File: src/rtl/fsm_seq_pkg.sv
// fsm_seq_pkg: shared constants, controller state enum and helpers for the sequencer initiator.
// Latency: n/a (declarations only).
// Backpressure: n/a.
// Contents: status codes ST0..ST3, DW/CW defaults, ctrl_state_t, expected-code helpers.
// The C_ERR state only exists when FSM_SEQ_CHECK_EN is defined.
package fsm_seq_pkg;

  // Target status codes, one per target state.
  localparam logic [2:0] ST0 = 3'b001;
  localparam logic [2:0] ST1 = 3'b010;
  localparam logic [2:0] ST2 = 3'b100;
  localparam logic [2:0] ST3 = 3'b111;

  localparam int DW_DEF = 8;
  localparam int CW_DEF = 16;

  typedef enum logic [2:0] {
    C_IDLE,
    C_START,
    C_S1,
    C_S2,
    C_S3,
    C_END
`ifdef FSM_SEQ_CHECK_EN
    , C_ERR
`endif
  } ctrl_state_t;

  // States in which the target status code is checked.
  function automatic logic code_checked(ctrl_state_t s);
    return (s == C_S1) || (s == C_S2) || (s == C_S3) || (s == C_END);
  endfunction

  // Status code the target must present while the controller is in state s.
  function automatic logic [2:0] code_expected(ctrl_state_t s);
    case (s)
      C_S1:    return ST1;
      C_S2:    return ST2;
      C_S3:    return ST3;
      default: return ST0;
    endcase
  endfunction

endpackage

File: src/rtl/fsm_seq_ctrl_if.sv
// fsm_seq_ctrl_if: host command bus of the sequencer initiator.
// Latency: n/a (wiring only).
// Backpressure: host holds cmd_valid and the command fields until cmd_ready is seen high.
// Ports: cmd_valid/cmd_abort/cmd_dwell from host (master), cmd_ready from controller (slave).
interface fsm_seq_ctrl_if #(
  parameter int DW = 8
);
  logic          cmd_valid;
  logic          cmd_ready;
  logic          cmd_abort;
  logic [DW-1:0] cmd_dwell;

  modport master (output cmd_valid, output cmd_abort, output cmd_dwell, input cmd_ready);
  modport slave  (input cmd_valid, input cmd_abort, input cmd_dwell, output cmd_ready);
endinterface

File: src/rtl/fsm_seq_dwell_cnt.sv
// fsm_seq_dwell_cnt: loadable DW-bit down-counter timing the state-3 dwell.
// Latency: last is combinational from the current load/dec request and count.
// Backpressure: none; load has priority over dec.
// Ports: clk, reset (async active-low), load/load_val, dec, last.
// last is the value the step3 drive should take next: a load of 0, or a decrement from 1.
module fsm_seq_dwell_cnt #(
  parameter int DW = 8
) (
  input  logic          clk,
  input  logic          reset,
  input  logic          load,
  input  logic [DW-1:0] load_val,
  input  logic          dec,
  output logic          last
);

  logic [DW-1:0] cnt;

  always_ff @(posedge clk or negedge reset) begin
    if (!reset) begin
      cnt <= '0;
    end else if (load) begin
      cnt <= load_val;
    end else if (dec) begin
      cnt <= cnt - DW'(1);
    end
  end

  assign last = load ? (load_val == '0) : (dec && (cnt == DW'(1)));

endmodule

File: src/rtl/fsm_seq_ctrl.sv
// fsm_seq_ctrl: initiator for the 4-state handshake sequencer; drives start/step2/step3, checks fsm_out.
// Latency: done 6+dwell cycles after accept (5 when aborted); all drives and flags registered.
// Backpressure: cmd_ready only in idle; the host holds cmd_valid while busy. Next accept may coincide with done.
// Ports: clk, reset (async active-low), cmd (command bus, slave), start/step2/step3 to target,
//        fsm_out from target, done/aborted/err/err_clr, done_cnt.
// Build option FSM_SEQ_CHECK_EN: expected-code checking, sticky err and C_ERR; undefined = open loop.
module fsm_seq_ctrl
  import fsm_seq_pkg::*;
#(
  parameter int DW = DW_DEF,
  parameter int CW = CW_DEF
) (
  input  logic          clk,
  input  logic          reset,
  fsm_seq_ctrl_if.slave cmd,
  output logic          start,
  output logic          step2,
  output logic          step3,
  input  logic [2:0]    fsm_out,
  output logic          done,
  output logic          aborted,
  output logic          err,
  input  logic          err_clr,
  output logic [CW-1:0] done_cnt
);

  ctrl_state_t   state;
  logic          abort_q;
  logic [DW-1:0] dwell_q;
  logic          cmd_rdy;
  logic          cnt_load;
  logic          cnt_dec;
  logic          cnt_last;

`ifdef FSM_SEQ_CHECK_EN
  logic err_q;
  logic code_bad;

  assign code_bad = code_checked(state) && (fsm_out != code_expected(state));
  assign err      = err_q;
  // Accept only when the target reports idle, and never while reset is held.
  assign cmd_rdy  = reset && (state == C_IDLE) && (fsm_out == ST0);
`else
  // Open loop: the target status and the error clear play no part.
  logic unused_open_loop;

  assign unused_open_loop = ^{fsm_out, err_clr};
  assign err              = 1'b0;
  assign cmd_rdy          = reset && (state == C_IDLE);
`endif

  assign cmd.cmd_ready = cmd_rdy;

  // The dwell counter is loaded on the way into state 3 and counts down while step3 is still low.
  assign cnt_load = (state == C_S2) && !abort_q;
  assign cnt_dec  = (state == C_S3) && !step3;

  fsm_seq_dwell_cnt #(.DW(DW)) u_dwell_cnt (
    .clk      (clk),
    .reset    (reset),
    .load     (cnt_load),
    .load_val (dwell_q),
    .dec      (cnt_dec),
    .last     (cnt_last)
  );

  always_ff @(posedge clk or negedge reset) begin
    if (!reset) begin
      state    <= C_IDLE;
      abort_q  <= 1'b0;
      dwell_q  <= '0;
      start    <= 1'b0;
      step2    <= 1'b0;
      step3    <= 1'b0;
      done     <= 1'b0;
      aborted  <= 1'b0;
      done_cnt <= '0;
`ifdef FSM_SEQ_CHECK_EN
      err_q    <= 1'b0;
`endif
    end else begin
      done    <= 1'b0;
      aborted <= 1'b0;
`ifdef FSM_SEQ_CHECK_EN
      // A wrong status code anywhere in the sequence drops every drive and parks in C_ERR.
      if (code_bad) begin
        start <= 1'b0;
        step2 <= 1'b0;
        step3 <= 1'b0;
        err_q <= 1'b1;
        state <= C_ERR;
      end else
`endif
      case (state)
        C_IDLE: begin
          if (cmd.cmd_valid && cmd_rdy) begin
            abort_q <= cmd.cmd_abort;
            dwell_q <= cmd.cmd_dwell;
            start   <= 1'b1;
            state   <= C_START;
          end
        end
        C_START: begin
          start <= 1'b0;
          state <= C_S1;
        end
        C_S1: begin
          // Withholding step2 is what sends the target from state 2 back to idle.
          step2 <= ~abort_q;
          state <= C_S2;
        end
        C_S2: begin
          step2 <= 1'b0;
          if (abort_q) begin
            state <= C_END;
          end else begin
            step3 <= cnt_last;
            state <= C_S3;
          end
        end
        C_S3: begin
          if (step3) begin
            step3 <= 1'b0;
            state <= C_END;
          end else begin
            step3 <= cnt_last;
          end
        end
        C_END: begin
          done    <= 1'b1;
          aborted <= abort_q;
          if (!abort_q) begin
            done_cnt <= done_cnt + CW'(1);
          end
          state <= C_IDLE;
        end
`ifdef FSM_SEQ_CHECK_EN
        C_ERR: begin
          if (err_clr) begin
            err_q <= 1'b0;
            state <= C_IDLE;
          end
        end
`endif
        default: begin
          state <= C_IDLE;
        end
      endcase
    end
  end

endmodule

File: src/flat_wrapper.sv
// flat-port wrapper written by rule: the top's interface ports become plain ports
module fsm_seq_ctrl_flat import fsm_seq_pkg::*;
#(
  parameter int DW = DW_DEF,
  parameter int CW = CW_DEF
)
  (clk, reset, start, step2, step3, fsm_out, done, aborted, err, err_clr, done_cnt, cmd_cmd_valid, cmd_cmd_abort, cmd_cmd_dwell, cmd_cmd_ready);
  fsm_seq_ctrl_if #(.DW(DW)) cmd_i ();
  input  logic clk;
  input  logic reset;
  output logic start;
  output logic step2;
  output logic step3;
  input  logic [2:0] fsm_out;
  output logic done;
  output logic aborted;
  output logic err;
  input  logic err_clr;
  output logic [CW-1:0] done_cnt;
  input wire logic [$bits(cmd_i.cmd_valid)-1:0] cmd_cmd_valid;
  input wire logic [$bits(cmd_i.cmd_abort)-1:0] cmd_cmd_abort;
  input wire logic [$bits(cmd_i.cmd_dwell)-1:0] cmd_cmd_dwell;
  output wire logic [$bits(cmd_i.cmd_ready)-1:0] cmd_cmd_ready;
  assign cmd_i.cmd_valid = cmd_cmd_valid;
  assign cmd_i.cmd_abort = cmd_cmd_abort;
  assign cmd_i.cmd_dwell = cmd_cmd_dwell;
  assign cmd_cmd_ready = cmd_i.cmd_ready;
  fsm_seq_ctrl #(.DW(DW), .CW(CW)) u_core (.clk(clk), .reset(reset), .cmd(cmd_i), .start(start), .step2(step2), .step3(step3), .fsm_out(fsm_out), .done(done), .aborted(aborted), .err(err), .err_clr(err_clr), .done_cnt(done_cnt));
endmodule
File: config.mk
export PLATFORM = sky130hd
export DESIGN_NAME = fsm_seq_ctrl_flat
export DESIGN_NICKNAME = d
export VERILOG_FILES = /design/src/rtl/fsm_seq_pkg.sv /design/src/rtl/fsm_seq_ctrl_if.sv /design/src/rtl/fsm_seq_dwell_cnt.sv /design/src/rtl/fsm_seq_ctrl.sv /design/src/flat_wrapper.sv
export SDC_FILE = /design/constraint.sdc
export NUM_CORES = 1
export LEC_CHECK = 0
export ABC_CLOCK_PERIOD_IN_PS = 2300
export BUFFER_PORTS_ARGS = -buffer_cell sky130_fd_sc_hd__buf_2
export CORE_ASPECT_RATIO = 0.8
export CORE_UTILIZATION = 45
export DETAILED_ROUTE_END_ITERATION = 7
export PLACE_DENSITY = 0.67
export SLEW_MARGIN = 5
export SYNTH_ARGS = -nofsm -noshare
export SYNTH_HDL_FRONTEND = slang
export SYNTH_SLANG_ARGS = --single-unit
File: constraint.sdc
create_clock -name clk -period 2.3 [get_ports clk]
set_clock_uncertainty 0.1 [all_clocks]
set_input_delay 0.345 -clock clk [delete_from_list [all_inputs] [get_ports clk]]
set_output_delay 0.345 -clock clk [all_outputs]
set_load 0.03 [all_outputs]
==> impl_metrics.yaml, run 1 <==
status:
  status: "finished, final reports clean"
layout:
  syn2layout_area_growth_pct: 14.8
  multi_input_area_um2: 921
  final_cell_area_um2: 2340
  nFillCells: 394
  seq_area_um2: 1030
  layout-drive-gt1-share_pct: 28.7
  final_cells: 266
  num-nets-final: 227
  antenna_cells: 0
  final_cell_mix: "41 x dfrtp_1, 33 x buf_2, 14 x nand2_1"
  final_common_cell: "dfrtp_1"
  final_core_util_pct: 54.9
timing:
  hold_ws_ns: 0.0509
  tightest_slew_ns: 0.517
  finalCritPeriodShare_pct: 87.2
  setup_violations: 0
  fmax_ghz: 0.498
  worst_slack_ns: 0.294
  slew_violations: 0
  fin_crit_ns: 2.01
  hold_viol_final: 0
  rsz0062_at_grt: "false"
  relSlewSlack_pct: 65.6
  fin_tns_setup_ns: 0
yosys:
  synth_top_cell_area_share_pct: 50.4
  synth-seq-area-share_pct: 50.4
  synth_top_area_cell: "dfrtp_1"
  synthesis.nets: 192
  synthesis.area_um2: 2040
  netlist_instances: 173
  yosysUniqueCellTypes: 47
  ys_ff_latch: 41
  yosys-top-cells-area: "dfrtp_1 50%, mux2_4 5.9%, xnor2_1 3.9%"
  synth_area_per_cell_um2: 11.8
  synth_warnings: 0
die:
  dieArea_um2: 4800
  fp.coreArea_um2: 4260
  ios: 39
  initial_core_util_pct: 47.8
  dieHeight_um: 62.2
  die_w_um: 77.2
  fp-row-count: 21
cts:
  clock_latency_ns: 0.29
  cts_tree: "yes"
  cts.sinks: 41
  postCtsHoldBufs: 0
  cts-buffers-inserted: 5
  cts_setup_buffers: 0
  postCtsResizedCells: 0
  ctsRootBufferMaster: "clkbuf_8"
  cts_max_level: 2
  path_clk_slew_ns: 0.08
  cts_buffer_depth: 2
placed_design:
  gp_congestion: 0.835
  dp_slack_ns: 0.318
  dpl-instance-area_um2: 2220
  portBuffers: 33
  place_hpwl_um: 2740
  place_inst: 258
detailed_routing:
  first_iter_violations: 72
  remaining_drc_errors: 0
  vias: 1435
  via_per_inst: 5.39
  drt-pass1-iter-count: 4
  wirelength_um: 3880
  final_antenna_net_count: 0
  wl_per_cell_um: 14.6
power:
  switchingPower_uw: 974
  switching_share_pct: 36.6
  p_int_mw: 1.69
  peakVddDrop_v: 0.000638
  total_power_mw: 2.66
  clock_power_share_pct: 22.4
  leakage_nw: 1.14
  p_seq_share_pct: 46.5
  powerDensity_nw_per_um2: 1140
  pwr-share-comb_pct: 31.1
flow_run:
  drv_cap: 0
setup_path:
  cp-end-kind: "flop"
  rr_worst_depth: 4
  cp.required_ns: 2.38
  rr_endpoint: "u_core.u_dwell_cnt.cnt[7]"
  arrival_ns: 2.08
  cp_slowest_cell: "or4b_1"
  crit_path_cell_trace: "or4b_1 -> nand2_2 -> a21boi_1 -> a221o_1"
  cp_slowest_stage_delay_ns: 0.76
  reg2reg_slack_ns: 0.29
  rr_startpoint: "u_core.state[1]"
  cp-start-kind: "flop"
  crit_fanout: 14
  worst-setup-path-type: "reg2reg"
global_route:
  grt_max_degree: 42
  grt_pass1_wl_um: 6800
  globalRouteTotalUtil_pct: 18.2
  grt_pass1_vias: 1378
  grt_use_met3_pct: 5.88
  use_met2_pct: 25.6
  use_met1_pct: 26.9
  overflow: 0
  antenna_found_initial: 0
  top_usage_layer: "met1"
min_path:
  hold_class: "in2async"
critical path: cells and delay by family, from the launching register on:
family | cells | cell delay [ns]
simple gates | 2 | 0.90
compound gates | 2 | 0.33
flops | 1 | 0.56
layer usage:
layer	share of wire, %	wire length [um]	vias up
met5	0	0	-
met4	0.70	27	0
met3	5.0	195	4
met2	44	1720	39
met1	50	1940	693
li1	-	-	699
Yosys cell counts (all sizes together):
cell type	n
mux2	9
and3	2
inv	4
xnor2	9
a31o	1
buf	8
ha	3
nor2	7
o31ai	2
nor4	6
a221o	4
a221oi	1
a21boi	2
xor2	7
o211ai	1
o21ai	5
o22ai	1
or3b	1
or4b	1
or3	1
nor3	7
nand4	3
nand2b	1
nand3	13
and4	1
nand2	15
a21oi	6
nor4b	2
or4	1
nor3b	1
dfrtp	41
o311ai	1
and4bb	2
conb	1
and2	1
nand4bb	2
sequential cells by signal (all words and copies together) (netlist names):
signal / cells
u_core.start: 1
u_core.step2: 1
u_core.state: 3
u_core.abort_q: 1
u_core.done: 1
u_core.done_cnt: 16
u_core.step3: 1
u_core.u_dwell_cnt.cnt: 8
u_core.dwell_q: 8
u_core.aborted: 1
worst max-delay path by stage:
stage,start,endpoint,slack [ns],cells past startpoint
after floorplan,u_core.state[0],u_core.abort_q,0.16,5
final,u_core.state[1],u_core.u_dwell_cnt.cnt[7],0.29,4
after detailed placement,u_core.state[1],u_core.u_dwell_cnt.cnt[5],0.32,4
after global placement,u_core.state[1],u_core.u_dwell_cnt.cnt[7],0.34,4
after CTS,u_core.state[1],u_core.u_dwell_cnt.cnt[5],0.30,4
after global routing,u_core.state[1],u_core.u_dwell_cnt.cnt[5],0.21,4
logic make-up (layout without fill, tap and decap cells):
kind of cell	after synthesis	in the layout	synth area share [%]
simple gates	67	67	21.8
flops	41	41	50.4
mux	9	9	6.45
fa+ha+maj	3	3	1.84
xor+xnor	16	16	6.88
compound gates	24	24	8.11
other cells	1	1	0.184
buf+inv	12	48	4.36
power groups by stage:
stage | Combinational, mW | Sequential, mW | Clock, mW
2_1_floorplan | 0.657 | 1.22 | 0
3_3_place_gp | 0.805 | 1.22 | 0
3_5_place_dp | 0.829 | 1.24 | 0
4_1_cts | 0.830 | 1.23 | 0.606
5_1_grt | 0.914 | 1.28 | 0.650
6_report | 0.828 | 1.24 | 0.597
cell type report:
class	count	area share (%)
Tap cell	57	3.05
Multi-Input combinational cell	120	39.4
Clock inverter	1	1.28
Inverter	4	0.642
Timing Repair Buffer	36	8.03
Sequential cell	41	43.9
Clock buffer	7	3.69
Note: power is estimated with default switching activity, not from simulation.
==> run 2: changes to the inputs <==
--- a/config.mk
+++ b/config.mk
@@ -5,12 +5,12 @@
 export SDC_FILE = /design/constraint.sdc
 export NUM_CORES = 1
 export LEC_CHECK = 0
-export ABC_CLOCK_PERIOD_IN_PS = 2300
+export ABC_CLOCK_PERIOD_IN_PS = 1700
 export BUFFER_PORTS_ARGS = -buffer_cell sky130_fd_sc_hd__buf_2
 export CORE_ASPECT_RATIO = 0.8
 export CORE_UTILIZATION = 45
 export DETAILED_ROUTE_END_ITERATION = 7
-export PLACE_DENSITY = 0.67
+export PLACE_DENSITY = 0.7
 export SLEW_MARGIN = 5
 export SYNTH_ARGS = -nofsm -noshare
 export SYNTH_HDL_FRONTEND = slang
==> constraint.sdc (replaced) <==
create_clock -name clk -period 1.7 [get_ports clk]
set_clock_uncertainty 0.1 [all_clocks]
set_input_delay 0.255 -clock clk [delete_from_list [all_inputs] [get_ports clk]]
set_output_delay 0.255 -clock clk [all_outputs]
set_load 0.03 [all_outputs]
==> impl_metrics.yaml, run 2 (synthesis results as in run 1) <==
status:
  status: "complete, but fails checks"
  violations: "negative setup slack"
timing:
  tightest_slew_ns: 0.510
  relSlewSlack_pct: 66.0
  fin_crit_ns: 1.78
  slew_violations: 0
  fin_tns_setup_ns: -0.506
  worst_slack_ns: -0.0846
  setup_violations: 14
  hold_viol_final: 0
  finalCritPeriodShare_pct: 105
  fmax_ghz: 0.560
  rsz0062_at_grt: "true"
setup_path:
  cp.required_ns: 1.34
  cp_slowest_cell: "dfrtp_1"
  crit_path_start: "u_core.state[1]"
  cp-start-kind: "flop"
  crit_fanout: 4
  cp-end-kind: "output port"
  rr_endpoint: "u_core.dwell_q[4]"
  cp_slowest_stage_delay_ns: 0.43
  rr_worst_depth: 5
  reg2reg_slack_ns: -0.05
  endpoint: "cmd_cmd_ready"
  worst-setup-path-type: "reg2out"
  arrival_ns: 1.43
  crit_path_cell_trace: "buf_6 -> nor4b_4 -> buf_4"
  rr_startpoint: "u_core.state[1]"
layout:
  largest_reg_flops: 16
  layout-drive-gt1-share_pct: 44.4
  multi_input_area_um2: 1010
  nFillCells: 362
  antenna_cells: 0
  syn2layout_area_growth_pct: 30.9
  final_common_cell: "dfrtp_1"
  seq_area_um2: 1030
  final_cell_area_um2: 2660
  largest_register: "u_core.done_cnt"
  reg.largest.list: "u_core.done_cnt (16), u_core.dwell_q (8), u_core.u_dwell_cnt.cnt (8)"
  final_cell_mix: "39 x dfrtp_1, 33 x buf_4, 32 x buf_2"
  num-nets-final: 259
die:
  initial_core_util_pct: 47.8
  die_w_um: 77.2
  fp.coreArea_um2: 4260
  dieArea_um2: 4800
  ios: 39
  fp-row-count: 21
  dieHeight_um: 62.2
placed_design:
  place_hpwl_um: 3050
  gp_congestion: 0.824
  portBuffers: 33
  dp_slack_ns: -0.0774
  dpl-instance-area_um2: 2470
global_route:
  overflow: 0
  antenna_found_initial: 0
  top_usage_layer: "met2"
  grt_pass1_wl_um: 7450
  grt_pass1_vias: 1547
  grt_max_degree: 42
  globalRouteTotalUtil_pct: 20.1
  grt_use_met3_pct: 7.21
  use_met1_pct: 27.8
  use_met2_pct: 30.1
power:
  clock_power_share_pct: 15.8
  peakVddDrop_v: 0.000847
  p_int_mw: 2.46
  leakage_nw: 1.34
  powerDensity_nw_per_um2: 1480
  switchingPower_mw: 1.47
  switching_share_pct: 37.4
  pwr-share-comb_pct: 44.9
  p_seq_share_pct: 39.3
detailed_routing:
  first_iter_violations: 72
  drt-pass1-iter-count: 4
  wl_per_cell_um: 14.0
  remaining_drc_errors: 0
  vias: 1567
  wirelength_um: 4170
  final_antenna_net_count: 0
  via_per_inst: 5.26
cts:
  cts-buffers-inserted: 5
  path_clk_slew_ns: 0.08
  cts.sinks: 41
  cts_tree: "yes"
  cts_buffer_depth: 2
  clock_latency_ns: 0.29
  ctsRootBufferMaster: "clkbuf_8"
  cts_max_level: 2
flow_run:
  drv_cap: 0
min_path:
  hold_class: "in2reg"
[run 2: power groups by stage]
stage | clock [mW] | sequential [mW] | combinational, mW
floorplan | 0 | 1.67 | 0.946
global placement | 0 | 1.53 | 1.60
detailed placement | 0 | 1.54 | 1.64
CTS | 0.639 | 1.52 | 1.73
global route | 0.698 | 1.58 | 1.94
finish | 0.623 | 1.55 | 1.77
[run 2: through the flow]
step,total power [mW],instances,hold WS (ns),utilization (%)
floorplan,2.61,173,-0.141,-
global placement,3.14,284,0.292,58.0
detailed placement,3.18,284,0.296,58.0
CTS,3.89,297,0.0778,61.2
global route,4.22,298,0.0641,62.6
finish,3.93,298,0.0832,62.6
[run 2: cell type report]
class | count | area share, %
clock buffers | 5 | 2.58
clock inverters | 3 | 0.658
inverters | 4 | 0.564
multi-input cells | 120 | 38.0
flip-flops and latches | 41 | 38.6
well taps | 57 | 2.68
repair buffers | 68 | 16.9
[run 2: critical path, delay by kind of cell, from the launching register on]
family	cells	cell delay (ns)
flip-flops	1	0.43
AND/OR/NAND/NOR	1	0.34
buffers and inverters	2	0.37
[run 2: worst min path at each step]
stage | slack, ns | cells past startpoint | to | start
finish | 0.08 | 2 | u_core.dwell_q[0] | cmd_cmd_dwell[0]
global route | 0.06 | 2 | u_core.dwell_q[0] | cmd_cmd_dwell[0]
CTS | 0.08 | 2 | u_core.dwell_q[0] | cmd_cmd_dwell[0]
detailed placement | 0.30 | 2 | u_core.done_cnt[9] | reset
global placement | 0.29 | 2 | u_core.done_cnt[9] | reset
floorplan | -0.14 | 0 | u_core.abort_q | reset
[run 2: layer usage]
layer  wire length (um)  vias to the layer above
met3                243                        6
met5                  0                        -
met2               1840                       45
met1               2040                      752
li1                   -                      764
met4                 41                        0
[run 2: timing repair]
action / CTS / global route
hold buffers: 1 / 0
setup endpoints to repair: 19 / 25
endpoints found under the hold margin: 41 / 0
gates resized for setup: 4 / 9
setup buffers: 4 / 1
pin swaps: 3 / 2
==> run 3: changes to the inputs <==
--- a/config.mk
+++ b/config.mk
@@ -10,8 +10,10 @@
 export CORE_ASPECT_RATIO = 0.8
 export CORE_UTILIZATION = 45
 export DETAILED_ROUTE_END_ITERATION = 7
-export PLACE_DENSITY = 0.7
+export HOLD_SLACK_MARGIN = 0.05
+export PLACE_DENSITY_LB_ADDON = 0.15
 export SLEW_MARGIN = 5
 export SYNTH_ARGS = -nofsm -noshare
 export SYNTH_HDL_FRONTEND = slang
+export SYNTH_HIERARCHICAL = 1
 export SYNTH_SLANG_ARGS = --single-unit
==> impl_metrics.yaml, run 3 <==
placed_design:
  gp_congestion: 0.802
  place_inst: 288
  dp_slack_ns: -0.0663
  place_hpwl_um: 2900
  portBuffers: 33
timing:
  fmax_ghz: 0.560
  relSlewSlack_pct: 65.9
  setup_violations: 4
  hold_ws_ns: 0.0851
  rsz0062_at_grt: "true"
  hold_viol_final: 0
  finalCritPeriodShare_pct: 105
  tightest_slew_ns: 0.512
  worst_slack_ns: -0.0844
  slew_violations: 0
  fin_crit_ns: 1.78
detailed_routing:
  final_antenna_net_count: 0
  vias: 1584
  drt-pass1-iter-count: 4
  wl_per_cell_um: 14.1
  wirelength_um: 4350
  first_iter_violations: 67
  remaining_drc_errors: 0
  via_per_inst: 5.13
cts:
  cts_buffer_depth: 2
  clock_latency_ns: 0.30
  cts-buffers-inserted: 5
  ctsRootBufferMaster: "clkbuf_8"
  cts_tree: "yes"
  path_clk_slew_ns: 0.08
  cts_max_level: 2
  cts.sinks: 41
yosys:
  netlist_instances: 183
  synthesis.nets: 202
  yosysUniqueCellTypes: 44
  yosys-top-cells-count: "41 x dfrtp_1, 22 x nand2_1, 12 x xnor2_1, 11 x nor2_1, 10 x mux2_2"
  synth_edf_count: 0
  synthesis.area_um2: 2010
  synth_warnings: 6
  synth_top_area_cell: "dfrtp_1"
  synth_top_cell_area_share_pct: 51.0
  yosysMostFrequentCell: "dfrtp_1"
  synthFlopType: "dfrtp_1"
  yosys-top-cells-area: "dfrtp_1 51%, mux2_2 5.6%, xnor2_1 5.2%"
  synthArstFlopShare_pct: 100
  synth_area_per_cell_um2: 11.0
  ys_ff_latch: 41
  synth-seq-area-share_pct: 51.0
layout:
  final_cell_mix: "40 x dfrtp_1, 32 x buf_2, 30 x buf_4"
  final_cells: 309
  antenna_cells: 0
  final_common_cell: "dfrtp_1"
  largest_register: "u_core/done_cnt"
  reg.largest.list: "u_core/done_cnt (16), u_core/dwell_q (8), u_core/u_dwell_cnt/cnt (8)"
  syn2layout_area_growth_pct: 37.6
  layout-drive-gt1-share_pct: 45.6
  largest_reg_flops: 16
  num-nets-final: 270
die:
  dieArea_um2: 4740
  dieHeight_um: 61.8
  fp-row-count: 21
  fp.coreArea_um2: 4230
  initial_core_util_pct: 47.6
  die_w_um: 76.8
  ios: 39
global_route:
  antenna_found_initial: 0
  grt_pass1_wl_um: 6930
  grt_max_degree: 42
  globalRouteTotalUtil_pct: 19.2
  overflow: 0
  grt_pass1_vias: 1484
power:
  p_seq_share_pct: 39.5
  clock_power_share_pct: 19.2
  switching_share_pct: 36.8
  leakage_nw: 1.34
  pwr-share-comb_pct: 41.3
  total_power_mw: 4.10
  peakVddDrop_v: 0.000591
  p_int_mw: 2.59
  powerDensity_nw_per_um2: 1480
  switchingPower_mw: 1.51
setup_path:
  arrival_ns: 1.43
  cp-end-kind: "output port"
  worst-setup-path-type: "reg2out"
  cp-start-kind: "flop"
  cp.required_ns: 1.34
  crit_fanout: 4
status:
  violations: "negative setup slack"
  status: "complete, but fails checks"
min_path:
  hold_class: "in2reg"
flow_run:
  drv_cap: 0
## run 3: metrics by stage
stage	util, %	cell area (um2)	TNS, ns
3_5_place_dp	56.3	2380	-0.215
2_1_floorplan	-	2020	-1.45
4_1_cts	62.7	2650	-0.220
3_3_place_gp	56.3	2380	-0.0995
6_report	65.4	2770	-0.134
5_1_grt	65.4	2770	-0.638
## run 3: power by group through the flow
stage	clock [mW]	sequential, mW	combinational [mW]
floorplan	0	1.67	0.781
global placement	0	1.60	1.31
detailed placement	0	1.63	1.34
CTS	0.818	1.60	1.58
global route	0.853	1.67	1.85
finish	0.787	1.62	1.69
## run 3: what timing repair did
action,CTS,global route
hold endpoints to repair,41,0
hold buffers,1,0
pin swaps,7,8
setup buffers,10,2
gates resized for setup,18,22
endpoints found under the setup margin,7,17
## run 3: area by class of cell
cell class	instances	area [um2]
Clock buffer	6	72.6
Clock inverter	2	38.8
Fill cell	328	1460
Inverter	7	26.3
Multi-Input combinational cell	127	1070
Sequential cell	41	1030
Tap cell	57	71.3
Timing Repair Buffer	69	463
## run 3: worst max-delay path, stage by stage, from the launching register on
cell	delay [ns]
dfrtp_2	0.44
buf_6	0.13
nor4b_4	0.28
buf_4	0.16
buf_6	0.12
## run 3: worst paths after layout
check	to	cells past startpoint	slack [ns]	from
worst max register to register	u_core/u_dwell_cnt/cnt[4]	8	-0.02	u_core/state[1]
worst min register to register	u_core/done_cnt[15]	1	0.38	u_core/done_cnt[15]
min in group asynchronous	u_core/aborted	3	0.46	reset
worst min-delay path	u_core/abort_q	2	0.09	cmd_cmd_abort
max in group asynchronous	u_core/state[0]	3	0.67	reset
worst max-delay path	cmd_cmd_ready	4	-0.08	u_core/state[0]
## run 3: cells by family after synthesis
| logic type | after synthesis | share of synthesized area (%) |
|---|---|---|
| AND/OR/NAND/NOR | 74 | 23.1 |
| buffers and inverters | 15 | 3.67 |
| multiplexers | 10 | 5.60 |
| other | 1 | 0.186 |
| adder cells (fa/ha/maj) | 3 | 1.87 |
| flip-flops | 41 | 51.0 |
| XOR/XNOR | 20 | 8.71 |
| AO/OA/AOI/OAI | 19 | 5.85 |
## run 3: metal layers
metal	track usage (%)	part of all wire, %	vias up
met4	4.95	0	0
met1	24.4	47	788
met2	33.0	49	26
met3	5.69	3.2	0
li1	-	-	770
met5	0	0	-
